## config.mk

```make
export PLATFORM = sky130hd
export DESIGN_NAME = awb_gain_ctrl_flat
export DESIGN_NICKNAME = d
export VERILOG_FILES = /design/src/rtl/awb_pkg.sv /design/src/rtl/awb_if.sv /design/src/rtl/awb_gain_step.sv /design/src/rtl/awb_gain_ctrl.sv /design/src/flat_wrapper.sv
export SDC_FILE = /design/constraint.sdc
export NUM_CORES = 2
export LEC_CHECK = 0
export ABC_AREA = 1
export BUFFER_PORTS_ARGS = -buffer_cell sky130_fd_sc_hd__buf_2
export CELL_PAD_IN_SITES_DETAIL_PLACEMENT = 1
export CELL_PAD_IN_SITES_GLOBAL_PLACEMENT = 1
export CORE_UTILIZATION = 42
export DETAILED_ROUTE_END_ITERATION = 10
export PLACE_DENSITY_LB_ADDON = 0.12
export SYNTH_ARGS = -nofsm -noshare
export SYNTH_HDL_FRONTEND = slang
export SYNTH_SLANG_ARGS = --single-unit
```

## constraint.sdc

```tcl
create_clock -name mipi_pclk -period 5.4 [get_ports mipi_pclk]
set_input_delay 1.08 -clock mipi_pclk [delete_from_list [all_inputs] [get_ports mipi_pclk]]
set_output_delay 1.08 -clock mipi_pclk [all_outputs]
set_load 0.05 [all_outputs]
```

## src/rtl/awb_pkg.sv

```systemverilog
// Shared types and constants for the auto-white-balance gain controller.
// Includes the saturating accumulator helper used by the per-channel sums.
package awb_pkg;

    localparam int PW      = 10;
    localparam int RX_DW   = 4 * PW;
    localparam int ACC_W   = 32;
    localparam int HYST_SH = 4;

    localparam logic [2:0] GAIN_MIN   = 3'd1;
    localparam logic [2:0] GAIN_MAX   = 3'd7;
    localparam logic [2:0] GAIN_UNITY = 3'd4;

    typedef enum logic [1:0] {
        IDLE  = 2'd0,
        ACCUM = 2'd1,
        CALC  = 2'd2
    } awb_state_t;

    // Adds a two-pixel term to a channel sum, pinning at all-ones instead of wrapping.
    function automatic logic [ACC_W-1:0] sat_add(input logic [ACC_W-1:0] acc,
                                                 input logic [PW:0]      term);
        logic [ACC_W:0] sum;
        sum = {1'b0, acc} + {{(ACC_W - PW){1'b0}}, term};
        return sum[ACC_W] ? {ACC_W{1'b1}} : sum[ACC_W-1:0];
    endfunction

endpackage

```

## src/rtl/awb_if.sv

```systemverilog
// CSI-2 RX pixel stream as tapped from the line-buffer bridge path.
// The controller only observes it, so the slave side is inputs only.
interface awb_if;
    import awb_pkg::*;

    logic [3:0]       mipi_inst1_VSYNC;
    logic [3:0]       mipi_inst1_HSYNC;
    logic             mipi_inst1_VALID;
    logic [RX_DW-1:0] mipi_inst1_DATA;

    modport master (
        output mipi_inst1_VSYNC,
        output mipi_inst1_HSYNC,
        output mipi_inst1_VALID,
        output mipi_inst1_DATA
    );

    modport slave (
        input mipi_inst1_VSYNC,
        input mipi_inst1_HSYNC,
        input mipi_inst1_VALID,
        input mipi_inst1_DATA
    );
endinterface

```

## src/rtl/awb_gain_step.sv

```systemverilog
// One channel of the CALC pipeline: latch sums/codes, multiply, then compare
// the weighted channel against the weighted green with hysteresis and clamp.
module awb_gain_step
    import awb_pkg::*;
(
    input  logic             mipi_pclk,
    input  logic             i_arstn,
    input  logic             en_lat,
    input  logic             en_mul,
    input  logic             en_cmp,
    input  logic [ACC_W-1:0] c_sum,
    input  logic [ACC_W-1:0] g_sum,
    input  logic [2:0]       c_code,
    input  logic [2:0]       g_code,
    output logic [2:0]       step_code
);

    logic [ACC_W-1:0] c_sum_r;
    logic [ACC_W-1:0] g_sum_r;
    logic [2:0]       c_code_r;
    logic [2:0]       g_code_r;
    logic [ACC_W+2:0] cw_r;
    logic [ACC_W+2:0] gw_r;
    logic             g_zero_r;
    logic [ACC_W+3:0] e_s;
    logic [ACC_W+3:0] g36_s;
    logic [ACC_W+3:0] h_s;
    logic [2:0]       next_code_s;

    // Operand latch and multiply stages.
    always_ff @(posedge mipi_pclk or negedge i_arstn) begin
        if (!i_arstn) begin
            c_sum_r  <= {ACC_W{1'b0}};
            g_sum_r  <= {ACC_W{1'b0}};
            c_code_r <= GAIN_UNITY;
            g_code_r <= GAIN_UNITY;
            cw_r     <= {(ACC_W + 3){1'b0}};
            gw_r     <= {(ACC_W + 3){1'b0}};
            g_zero_r <= 1'b1;
        end else begin
            if (en_lat) begin
                c_sum_r  <= c_sum;
                g_sum_r  <= g_sum;
                c_code_r <= c_code;
                g_code_r <= g_code;
            end
            if (en_mul) begin
                cw_r     <= {3'b000, c_sum_r} * {{ACC_W{1'b0}}, c_code_r};
                gw_r     <= {3'b000, g_sum_r} * {{ACC_W{1'b0}}, g_code_r};
                g_zero_r <= (g_sum_r == {ACC_W{1'b0}});
            end
        end
    end

    // Step decision; a frame without green carries no colour information, so hold.
    always_comb begin
        e_s         = {cw_r, 1'b0};
        g36_s       = {1'b0, gw_r};
        h_s         = g36_s >> HYST_SH;
        next_code_s = c_code_r;
        if (g_zero_r) begin
            next_code_s = c_code_r;
        end else if (e_s > g36_s + h_s) begin
            next_code_s = (c_code_r > GAIN_MIN) ? c_code_r - 3'd1 : GAIN_MIN;
        end else if (e_s + h_s < g36_s) begin
            next_code_s = (c_code_r < GAIN_MAX) ? c_code_r + 3'd1 : GAIN_MAX;
        end else begin
            next_code_s = c_code_r;
        end
    end

    // Compare stage result register.
    always_ff @(posedge mipi_pclk or negedge i_arstn) begin
        if (!i_arstn) begin
            step_code <= GAIN_UNITY;
        end else if (en_cmp) begin
            step_code <= next_code_s;
        end else begin
            step_code <= step_code;
        end
    end

endmodule

```

## src/rtl/awb_gain_ctrl.sv

```systemverilog
// Auto-white-balance controller: per-frame Bayer sums from the RX stream and
// red/blue gain stepping, with new codes applied only at frame start.
module awb_gain_ctrl
    import awb_pkg::*;
(
    input  logic       mipi_pclk,
    input  logic       i_arstn,
    awb_if.slave       rx,
    input  logic       i_awb_en,
    input  logic [2:0] i_red_gain_man,
    input  logic [2:0] i_green_gain_man,
    input  logic [2:0] i_blue_gain_man,
    output logic [2:0] red_gain,
    output logic [2:0] green_gain,
    output logic [2:0] blue_gain,
    output logic       o_awb_busy
);

    logic             vs_r, hs_r, valid_r;
    logic [RX_DW-1:0] data_r;
    logic             vs_d_r, hs_d_r, fs_r, fe_r, par_r;
    logic [PW:0]      r_add_r, g_add_r, b_add_r;
    logic [PW:0]      r_add_s, g_add_s, b_add_s;
    logic [PW:0]      p31_s, p20_s;
    logic             fs_s, line_end_s, par_eff_s;
    logic [ACC_W-1:0] r_sum_r, g_sum_r, b_sum_r;
    awb_state_t       state_r, state_s;
    logic [1:0]       calc_cnt_r;
    logic             fs_pend_r;
    logic             en_lat_s, en_mul_s, en_cmp_s, en_wr_s;
    logic [2:0]       r_pend_r, b_pend_r, r_step_s, b_step_s;
    logic             unused_sync_s;

    assign unused_sync_s = ^{rx.mipi_inst1_VSYNC[3:1], rx.mipi_inst1_HSYNC[3:1]};

    // Input register stage.
    always_ff @(posedge mipi_pclk or negedge i_arstn) begin
        if (!i_arstn) begin
            vs_r    <= 1'b0;
            hs_r    <= 1'b0;
            valid_r <= 1'b0;
            data_r  <= {RX_DW{1'b0}};
        end else begin
            vs_r    <= rx.mipi_inst1_VSYNC[0];
            hs_r    <= rx.mipi_inst1_HSYNC[0];
            valid_r <= rx.mipi_inst1_VALID;
            data_r  <= rx.mipi_inst1_DATA;
        end
    end

    assign fs_s       = vs_r & ~vs_d_r;
    assign line_end_s = ~hs_r & hs_d_r;
    assign par_eff_s  = fs_s ? 1'b0 : par_r;
    assign p31_s      = {1'b0, data_r[4*PW-1:3*PW]} + {1'b0, data_r[2*PW-1:PW]};
    assign p20_s      = {1'b0, data_r[3*PW-1:2*PW]} + {1'b0, data_r[PW-1:0]};

    // Route the two pixel pairs of a beat to channels by Bayer line parity.
    always_comb begin
        r_add_s = {(PW + 1){1'b0}};
        g_add_s = {(PW + 1){1'b0}};
        b_add_s = {(PW + 1){1'b0}};
        if (valid_r && hs_r) begin
            if (par_eff_s) begin
                r_add_s = p31_s;
                g_add_s = p20_s;
            end else begin
                g_add_s = p31_s;
                b_add_s = p20_s;
            end
        end else begin
            r_add_s = {(PW + 1){1'b0}};
        end
    end

    // Edge detect, line parity and per-beat channel terms.
    always_ff @(posedge mipi_pclk or negedge i_arstn) begin
        if (!i_arstn) begin
            vs_d_r  <= 1'b0;
            hs_d_r  <= 1'b0;
            fs_r    <= 1'b0;
            fe_r    <= 1'b0;
            par_r   <= 1'b0;
            r_add_r <= {(PW + 1){1'b0}};
            g_add_r <= {(PW + 1){1'b0}};
            b_add_r <= {(PW + 1){1'b0}};
        end else begin
            vs_d_r  <= vs_r;
            hs_d_r  <= hs_r;
            fs_r    <= fs_s;
            fe_r    <= ~vs_r & vs_d_r;
            par_r   <= fs_s ? 1'b0 : (par_r ^ line_end_s);
            r_add_r <= r_add_s;
            g_add_r <= g_add_s;
            b_add_r <= b_add_s;
        end
    end

    // Channel sums; a beat coinciding with frame start seeds the fresh sum.
    always_ff @(posedge mipi_pclk or negedge i_arstn) begin
        if (!i_arstn) begin
            r_sum_r <= {ACC_W{1'b0}};
            g_sum_r <= {ACC_W{1'b0}};
            b_sum_r <= {ACC_W{1'b0}};
        end else if (fs_r) begin
            r_sum_r <= {{(ACC_W - PW - 1){1'b0}}, r_add_r};
            g_sum_r <= {{(ACC_W - PW - 1){1'b0}}, g_add_r};
            b_sum_r <= {{(ACC_W - PW - 1){1'b0}}, b_add_r};
        end else begin
            r_sum_r <= sat_add(r_sum_r, r_add_r);
            g_sum_r <= sat_add(g_sum_r, g_add_r);
            b_sum_r <= sat_add(b_sum_r, b_add_r);
        end
    end

    // Next-state logic; a frame that starts mid-CALC is measured once CALC ends.
    always_comb begin
        state_s = state_r;
        case (state_r)
            IDLE:    state_s = fs_r ? ACCUM : IDLE;
            ACCUM:   state_s = fe_r ? CALC : ACCUM;
            CALC: begin
                if (calc_cnt_r == 2'd3) begin
                    state_s = (fs_pend_r || fs_r) ? ACCUM : IDLE;
                end else begin
                    state_s = CALC;
                end
            end
            default: state_s = IDLE;
        endcase
    end

    assign en_lat_s = (state_r == CALC) && (calc_cnt_r == 2'd0);
    assign en_mul_s = (state_r == CALC) && (calc_cnt_r == 2'd1);
    assign en_cmp_s = (state_r == CALC) && (calc_cnt_r == 2'd2);
    assign en_wr_s  = (state_r == CALC) && (calc_cnt_r == 2'd3);

    // State register, CALC sequencing and busy flag.
    always_ff @(posedge mipi_pclk or negedge i_arstn) begin
        if (!i_arstn) begin
            state_r    <= IDLE;
            calc_cnt_r <= 2'd0;
            fs_pend_r  <= 1'b0;
            o_awb_busy <= 1'b0;
        end else begin
            state_r    <= state_s;
            calc_cnt_r <= (state_r == CALC) ? calc_cnt_r + 2'd1 : 2'd0;
            fs_pend_r  <= (state_r == CALC) ? (fs_pend_r | fs_r) : 1'b0;
            o_awb_busy <= (state_s == CALC);
        end
    end

    awb_gain_step u_step_r (
        .mipi_pclk (mipi_pclk),
        .i_arstn   (i_arstn),
        .en_lat    (en_lat_s),
        .en_mul    (en_mul_s),
        .en_cmp    (en_cmp_s),
        .c_sum     (r_sum_r),
        .g_sum     (g_sum_r),
        .c_code    (red_gain),
        .g_code    (green_gain),
        .step_code (r_step_s)
    );

    awb_gain_step u_step_b (
        .mipi_pclk (mipi_pclk),
        .i_arstn   (i_arstn),
        .en_lat    (en_lat_s),
        .en_mul    (en_mul_s),
        .en_cmp    (en_cmp_s),
        .c_sum     (b_sum_r),
        .g_sum     (g_sum_r),
        .c_code    (blue_gain),
        .g_code    (green_gain),
        .step_code (b_step_s)
    );

    // Pending codes and frame-start apply; manual mode seeds the pending codes.
    always_ff @(posedge mipi_pclk or negedge i_arstn) begin
        if (!i_arstn) begin
            r_pend_r   <= GAIN_UNITY;
            b_pend_r   <= GAIN_UNITY;
            red_gain   <= GAIN_UNITY;
            green_gain <= GAIN_UNITY;
            blue_gain  <= GAIN_UNITY;
        end else begin
            if (fs_r && !i_awb_en) begin
                r_pend_r <= i_red_gain_man;
                b_pend_r <= i_blue_gain_man;
            end else if (en_wr_s) begin
                r_pend_r <= r_step_s;
                b_pend_r <= b_step_s;
            end else begin
                r_pend_r <= r_pend_r;
                b_pend_r <= b_pend_r;
            end
            if (fs_r) begin
                red_gain   <= i_awb_en ? r_pend_r : i_red_gain_man;
                blue_gain  <= i_awb_en ? b_pend_r : i_blue_gain_man;
                green_gain <= i_green_gain_man;
            end
        end
    end

endmodule

```

## src/flat_wrapper.sv

```systemverilog
// flat-port wrapper written by rule: the top's interface ports become plain ports
module awb_gain_ctrl_flat import awb_pkg::*;
  (mipi_pclk, i_arstn, i_awb_en, i_red_gain_man, i_green_gain_man, i_blue_gain_man, red_gain, green_gain, blue_gain, o_awb_busy, rx_mipi_inst1_VSYNC, rx_mipi_inst1_HSYNC, rx_mipi_inst1_VALID, rx_mipi_inst1_DATA);
  awb_if rx_i ();
  input  logic mipi_pclk;
  input  logic i_arstn;
  input  logic i_awb_en;
  input  logic [2:0] i_red_gain_man;
  input  logic [2:0] i_green_gain_man;
  input  logic [2:0] i_blue_gain_man;
  output logic [2:0] red_gain;
  output logic [2:0] green_gain;
  output logic [2:0] blue_gain;
  output logic o_awb_busy;
  input wire logic [$bits(rx_i.mipi_inst1_VSYNC)-1:0] rx_mipi_inst1_VSYNC;
  input wire logic [$bits(rx_i.mipi_inst1_HSYNC)-1:0] rx_mipi_inst1_HSYNC;
  input wire logic [$bits(rx_i.mipi_inst1_VALID)-1:0] rx_mipi_inst1_VALID;
  input wire logic [$bits(rx_i.mipi_inst1_DATA)-1:0] rx_mipi_inst1_DATA;
  assign rx_i.mipi_inst1_VSYNC = rx_mipi_inst1_VSYNC;
  assign rx_i.mipi_inst1_HSYNC = rx_mipi_inst1_HSYNC;
  assign rx_i.mipi_inst1_VALID = rx_mipi_inst1_VALID;
  assign rx_i.mipi_inst1_DATA = rx_mipi_inst1_DATA;
  awb_gain_ctrl u_core (.mipi_pclk(mipi_pclk), .i_arstn(i_arstn), .rx(rx_i), .i_awb_en(i_awb_en), .i_red_gain_man(i_red_gain_man), .i_green_gain_man(i_green_gain_man), .i_blue_gain_man(i_blue_gain_man), .red_gain(red_gain), .green_gain(green_gain), .blue_gain(blue_gain), .o_awb_busy(o_awb_busy));
endmodule
```

; ---- Word level (Yosys, flattened, before mapping)
; Index checks and enable logic that the tools add are counted.
[word_totals]
regBits = 415
word_cells = 123
in_bits = 61
output_inout_bits = 10
[op_classes]
n_lt_le_gt_ge = 8
n_eq_ne = 6
multipliers = 3
add_sub_neg = 13
mux = 37
n_bitwise = 8
reduce_logical = 12
[ops]
columns = op, n
row1 = two-way mux 32 bit, 6
row2 = multiplier 32 x 3 -> 35 bit, 3
row3 = adder 32 x 11 -> 33 bit, 3
row4 = adder 36 x 31 -> 36 bit, 2
row5 = > comparator 36 bit, 2
row6 = < comparator 36 x 35 -> 1 bit, 2
row7 = two-way mux 11 bit, 6
row8 = two-way mux 3 bit, 16
row9 = adder 35 x 31 -> 36 bit, 1
row10 = zero test 32 bit, 1
row11 = adder 10 x 10 -> 11 bit, 2
row12 = "equality test 2 bit, second input constant", 4
row13 = "adder 3 x 1 -> 3 bit, second input constant", 2
row14 = "> comparator 3 x 1 -> 1 bit, second input constant", 2
row15 = logical AND 1 bit, 6
row16 = "< comparator 3 bit, second input constant", 2
row17 = two-way mux 2 bit, 3
row18 = one-hot mux 2 bit (3 select lines), 1
row19 = "subtractor 3 x 1 -> 3 bit, second input constant", 2
row20 = two-way mux 1 bit, 5
row21 = "equality test 2 x 1 -> 1 bit, second input constant", 2
row22 = zero test 2 bit, 2
row23 = AND 1 bit, 3
row24 = NOT 1 bit, 3
row25 = 6 further kinds, 6

; ---- Logic depth before layout (Yosys ltp)
[logic_depth]
word_depth = 5
mapped_depth = 37

; ---- By module
; From an unflattened synthesis, not the netlist that was laid out.
[unflattened]
cells_unflattened = 6249
hier_area_um2 = 45074.5
[by_module_without_submodules]
columns = module, area_each_um2, seq_area_each_um2, n_inst, cells_per_inst
row1 = awb_gain_step (u_core.u_step_b), 16565.9, 3608.5, 1, 2298
row2 = awb_gain_step (u_core.u_step_r), 16295.6, 3608.5, 1, 2241
row3 = awb_gain_ctrl, 12213.0, 4961.0, 1, 1710

; ---- Worst setup path before layout
; OpenSTA, ideal clock, no wires.
[synth_timing]
kind = reg2reg
from = reg u_core.u_step_r.c_code_r[2]
to = reg u_core.u_step_r.cw_r[28]
setup_time_ns = 0.083
period_less_slack_ns = 3.887
required_ns = 5.317
arrival_time_ns = 3.804
stages_incl_launch_ff = 22
n_path_buf = 2
setup_slack_ns = 1.513
path_cell_list = dfstp_2 > clkbuf_1 > clkbuf_1 > nand2_1 > fa_1 > inv_1 > ha_1 > inv_1 > fa_1 > nand3b_1 > nand2_1 > a31oi_1 > o21ai_1 > nand2_1 > nand2_1 > nand2_1 > nand2_1 > a21boi_0 > o21ai_0 > a21oi_1 > xor2_1 > o21ai_0
[synth_via]
elab_chain_cells = 1
[synth_rtl]
columns = item, line_no
row1 = "start, declared", awb_gain_step.sv:20  ; logic [2:0] c_code_r;
row2 = "start signal, assigned", awb_gain_step.sv:44  ; c_code_r <= c_code;
row3 = multiplier 32 x 3 -> 35 bit, awb_gain_step.sv:48  ; cw_r <= {3'b000, c_sum_r} * {{ACC_W{1'b0}}, c_code_r};
row4 = "end signal, assigned", awb_gain_step.sv:37  ; cw_r <= {(ACC_W + 3){1'b0}};
row5 = "end signal, assigned", awb_gain_step.sv:48
row6 = "end, declared", awb_gain_step.sv:22  ; logic [ACC_W+2:0] cw_r;
; Every way passes these cells.
; A chain may end at the register's enable or synchronous reset.

; ---- Final worst setup path
[layout_timing]
from = reg u_core.u_step_r.gw_r[5]
to = reg u_core.u_step_r.step_code[1]
[layout_via]
elab_chain_cells = 5
elab_cells_between_ends = 7
[layout_rtl]
columns = item, line_no
row1 = "start, declared", awb_gain_step.sv:23  ; logic [ACC_W+2:0] gw_r;
row2 = "start signal, assigned", awb_gain_step.sv:38  ; gw_r <= {(ACC_W + 3){1'b0}};
row3 = "start signal, assigned", awb_gain_step.sv:49  ; gw_r <= {3'b000, g_sum_r} * {{ACC_W{1'b0}}, g_code_r};
row4 = adder 36 x 31 -> 36 bit, awb_gain_step.sv:65  ; end else if (e_s + h_s < g36_s) begin
row5 = < comparator 36 x 35 -> 1 bit, awb_gain_step.sv:65
row6 = two-way mux 3 bit, awb_gain_step.sv:65
row7 = two-way mux 3 bit (*), awb_gain_step.sv:63  ; end else if (e_s > g36_s + h_s) begin
row8 = two-way mux 3 bit (*), awb_gain_step.sv:61  ; if (g_zero_r) begin
row9 = "end signal, assigned", awb_gain_step.sv:77  ; step_code <= next_code_s;
row10 = "end signal, assigned", awb_gain_step.sv:79  ; step_code <= step_code;
row11 = "end, declared", awb_gain_step.sv:15  ; output logic [2:0] step_code
; Every way passes the cells marked *; elsewhere a longest branch is shown, timed or not.

==> flow_summary.html <==
<table>
<tr><th>Metric</th><th>Value</th></tr>
<tr><th colspan="2">Run status</th></tr>
<tr><td>Result of the run</td><td>completed</td></tr>
<tr><th colspan="2">Finish</th></tr>
<tr><td>Finished layout cell area</td><td>0.0384 mm^2</td></tr>
<tr><td>Top library cells by usage in the layout, fill and taps aside</td><td>nand2_1, inv_1, dfrtp_1</td></tr>
<tr><td>Count of nets after finishing</td><td>5180</td></tr>
<tr><td>Ant diodes</td><td>0</td></tr>
<tr><td>Commonest non-fill, non-tap cell in the layout</td><td>nand2_1</td></tr>
<tr><td>Post-Layout Cell Count</td><td>5743</td></tr>
<tr><td>Fillers</td><td>10200</td></tr>
<tr><td>Area grow syn2layout</td><td>9.40%</td></tr>
<tr><td>Layout cells sized above 1</td><td>7.25%</td></tr>
<tr><th colspan="2">Synth</th></tr>
<tr><td>Proportion of synthesized flip-flops having asynchronous set or reset</td><td>100%</td></tr>
<tr><td>Syn_nets</td><td>5132</td></tr>
<tr><td>Mean area per synthesized cell</td><td>7.65 um^2</td></tr>
<tr><td>Cell variety after synth</td><td>64</td></tr>
<tr><td>Number of enable flip-flop cells after synthesis</td><td>0</td></tr>
<tr><td>Sequential area share after synthesis</td><td>29.6%</td></tr>
<tr><td>Summed instance area of the synthesized netlist</td><td>0.0351 mm^2</td></tr>
<tr><td>Gate count of the mapped netlist</td><td>4585</td></tr>
<tr><td>Synth area leaders</td><td>dfrtp_1, ha_1, nand2_1, inv_1, fa_1</td></tr>
<tr><td>Fraction of post-synthesis cell area in the top cell type by area</td><td>28.8%</td></tr>
<tr><td>Count of state elements after synthesis</td><td>415</td></tr>
<tr><td>Most frequently used flop master after synthesis</td><td>dfrtp_1</td></tr>
<tr><td>Cell taking the most area after synthesis</td><td>dfrtp_1</td></tr>
<tr><td>Synth Warn #</td><td>0</td></tr>
<tr><th colspan="2">Clocking</th></tr>
<tr><td>Hold buffers post-CTS</td><td>0</td></tr>
<tr><td>Clock Sink Count</td><td>415</td></tr>
<tr><td>Clock latency on the worst-skew pair</td><td>0.62 ns</td></tr>
<tr><td>Clk slew on worst S/H paths</td><td>0.06 ns</td></tr>
<tr><td>CTS tree</td><td>built</td></tr>
<tr><td>Clock Root Buffer</td><td>clkbuf_16</td></tr>
<tr><td>H-tree depth</td><td>2</td></tr>
<tr><td>Post-CTS setup-driven buffer insertion count</td><td>0</td></tr>
<tr><td>Maximum root-to-sink buffer count</td><td>3</td></tr>
<tr><td>Number of CTS-inserted buffers</td><td>52</td></tr>
<tr><th colspan="2">Setup path</th></tr>
<tr><td>Top cell by count, worst path</td><td>nand2_1</td></tr>
<tr><td>Top Family by Delay on Critical Path</td><td>simple AND/OR/NAND/NOR gates</td></tr>
<tr><td>Slowest stage delay, CP</td><td>0.47 ns</td></tr>
<tr><td>Type of the setup path with the least slack</td><td>flop to flop</td></tr>
<tr><td>Number of buffer and inverter stages on the critical path</td><td>2</td></tr>
<tr><td>Maximum fanout encountered on the critical timing path</td><td>6</td></tr>
<tr><td>Slowest CP cell</td><td>dfrtp_1</td></tr>
<tr><td>Worst endpoint required time</td><td>5.91 ns</td></tr>
<tr><td>CP Launch Type</td><td>flop</td></tr>
<tr><td>Crit path arrival time</td><td>5.39 ns</td></tr>
<tr><td>Crit. End Element</td><td>flop</td></tr>
<tr><th colspan="2">Route</th></tr>
<tr><td>Starting DRC count in detailed routing</td><td>1554</td></tr>
<tr><td>Routed len/inst</td><td>18.5 um</td></tr>
<tr><td>Number of routed nets with antenna violations</td><td>0</td></tr>
<tr><td>Vias</td><td>30500</td></tr>
<tr><td>Number of optimization iterations in the first detailed-route pass</td><td>7</td></tr>
<tr><td>Residual DRC</td><td>0</td></tr>
<tr><td>Vias/cell</td><td>5.32</td></tr>
<tr><td>Wirelength, routed</td><td>106000 um</td></tr>
<tr><th colspan="2">Timing</th></tr>
<tr><td>Slew @ Worst Pin</td><td>0.825 ns</td></tr>
<tr><td>Highest clock rate</td><td>205 MHz</td></tr>
<tr><td>Setup repair after global routing missed its margin</td><td>false</td></tr>
<tr><td>Hold slack</td><td>0.401 ns</td></tr>
<tr><td>Total count of hold-check failures in the final report</td><td>0</td></tr>
<tr><td>Minimum clock period</td><td>4.88 ns</td></tr>
<tr><td>Final setup violation count</td><td>0</td></tr>
<tr><td>Count of final max-slew check failures</td><td>0</td></tr>
<tr><td>Aggregate negative setup slack</td><td>0 ns</td></tr>
<tr><td>Clock tree skew after final layout</td><td>0.0231 ns</td></tr>
<tr><td>Final period utilization</td><td>90.3%</td></tr>
<tr><td>Worst slew margin</td><td>43.6%</td></tr>
<tr><th colspan="2">Place</th></tr>
<tr><td>Final estimated routing congestion in global placement</td><td>0.914</td></tr>
<tr><td>Sum of net half-perimeters after detailed placement</td><td>87100 um</td></tr>
<tr><td>Cell area after placement</td><td>0.0366 mm^2</td></tr>
<tr><td>Cell count after placement</td><td>5649</td></tr>
<tr><td>Number of port buffers</td><td>64</td></tr>
<tr><th colspan="2">Die</th></tr>
<tr><td>Ports</td><td>71</td></tr>
<tr><td>DIE WIDTH</td><td>291 um</td></tr>
<tr><td>Die outline height</td><td>291 um</td></tr>
<tr><td>Std-Cell Core Area</td><td>0.0824 mm^2</td></tr>
<tr><td>Std-Cell Rows</td><td>105</td></tr>
<tr><td>Starting Density</td><td>42.6%</td></tr>
<tr><td>Die Area</td><td>0.0847 mm^2</td></tr>
<tr><th colspan="2">Hold path</th></tr>
<tr><td>Hold WC Path Type</td><td>flop to flop</td></tr>
<tr><th colspan="2">Global route</th></tr>
<tr><td>Wire length of the first global-routing pass</td><td>173000 um</td></tr>
<tr><td>Number of global-route vias before repair</td><td>32000</td></tr>
<tr><td>Maximum number of pins on one net before global-route repair</td><td>118</td></tr>
<tr><td>Number of antenna violations at the first check in global routing</td><td>0</td></tr>
<tr><td>Total grt overflow</td><td>0</td></tr>
<tr><td>Overall Global Routing Usage</td><td>25.4%</td></tr>
<tr><th colspan="2">Power and ir drop</th></tr>
<tr><td>Worst IR Drop VDD</td><td>0.281 mV</td></tr>
<tr><td>Areal power density over the cells</td><td>379 mW/mm^2</td></tr>
<tr><td>LEAKAGE</td><td>20.2 nW</td></tr>
<tr><th colspan="2">Flow run</th></tr>
<tr><td>Count of maximum capacitance violations</td><td>0</td></tr>
</table>
-- final cells by class --
| type | instances | area [um^2] | area share (%) |
|---|---|---|---|
| clock buffer | 74 | 1520 | 3.95 |
| clock inverter | 20 | 244 | 0.636 |
| inverter | 668 | 2510 | 6.53 |
| multi-input combinational | 3403 | 21800 | 56.8 |
| sequential | 415 | 10400 | 27.1 |
| tap | 1070 | 1340 | 3.49 |
| timing repair buffer | 93 | 586 | 1.53 |
-- Yosys cell counts (all sizes together), types with 14 or more instances --
cell,instances
fa,101
xor2,138
xnor2,94
nand4,66
a21boi,14
a31oi,63
ha,385
a211oi,21
o21ai,294
nor4,19
a21oi,372
a21o,16
nand3,145
o21a,22
nand2,1140
clkbuf,89
inv,668
mux2,40
dfrtp,404
o21bai,14
or2,18
nor2,300
o31ai,15
o211ai,14
nor3,59
-- metrics by stage --
| step | worst slack, ns | utilization, % | power [mW] |
|---|---|---|---|
| after floorplan | 1.51 | - | 8.89 |
| after global placement | 0.533 | 44.5 | 10.9 |
| after detailed placement | 0.439 | 44.5 | 11.1 |
| after CTS | 0.406 | 46.6 | 14.7 |
| after global routing | 0.0399 | 46.6 | 15.7 |
| final | 0.522 | 46.6 | 14.6 |
-- power by group --
part | total, mW | internal, mW | switching, mW | leakage (nW)
clock | 3.56 | 2.10 | 1.45 | 0.858
sequential | 4.37 | 3.63 | 0.740 | 5.45
combinational | 6.62 | 2.46 | 4.17 | 13.9
total | 14.6 | 8.19 | 6.36 | 20.2
-- cell families after synthesis --
| kind of cell | after synthesis | share of synthesized area, % |
|---|---|---|
| xor gates and xnor gates | 232 | 5.79 |
| muxes | 40 | 1.28 |
| and+or+nand+nor | 1757 | 21.2 |
| adders and majority gates | 486 | 19.5 |
| AOI/OAI and AO/OA | 888 | 14.3 |
| buffers and inverters | 767 | 8.30 |
| DFF | 415 | 29.6 |
-- worst reg2reg max path: cells and delay by family (launching register included) --
kind / cells / cell delay [ns]
buffers and inverters: 2 / 0.16
adder cells (fa/ha/maj): 3 / 0.99
AO/OA/AOI/OAI: 6 / 1.47
XOR/XNOR: 1 / 0.17
flip-flops: 1 / 0.47
AND/OR/NAND/NOR: 17 / 1.51
-- state kept, by name, indices dropped and copies added, names as in the netlist, 32 cells and up --
signal                   count
u_core.b_sum_r              32
u_core.g_sum_r              32
u_core.u_step_b.cw_r        35
u_core.r_sum_r              32
u_core.u_step_r.gw_r        35
u_core.u_step_r.cw_r        35
u_core.data_r               40
u_core.u_step_b.c_sum_r     32
u_core.u_step_r.c_sum_r     32
u_core.u_step_r.g_sum_r     32
-- final timing paths --
kind | cells after the start | start | to | slack, ns
worst max-delay path | 29 | u_core.u_step_r.gw_r[5] | u_core.u_step_r.step_code[1] | 0.52
worst min-delay path | 0 | u_core.vs_r | u_core.vs_d_r | 0.40
worst max register to register | 29 | u_core.u_step_r.gw_r[5] | u_core.u_step_r.step_code[1] | 0.52
worst min register to register | 0 | u_core.vs_r | u_core.vs_d_r | 0.40
max in group asynchronous | 2 | i_arstn | u_core.u_step_r.c_sum_r[24] | 3.82
min in group asynchronous | 1 | i_arstn | u_core.g_add_r[2] | 0.50
-- what timing repair did --
action | 4_1_cts | 5_1_grt
resized for setup | 0 | 1
setup endpoints to repair | 0 | 2
hold endpoints to repair | 0 | 0
-- layer usage --
layer / track usage (%) / routed length, um / part of all wire, % / vias to the layer above
li1: - / - / - / 15100
met1: 35.8 / 52200 / 49 / 14900
met2: 42.1 / 48400 / 46 / 376
met3: 1.92 / 3010 / 2.8 / 100
met4: 6.72 / 2710 / 2.5 / 0
met5: 0 / 0 / 0 / -
(Power assumes the default switching activity.)
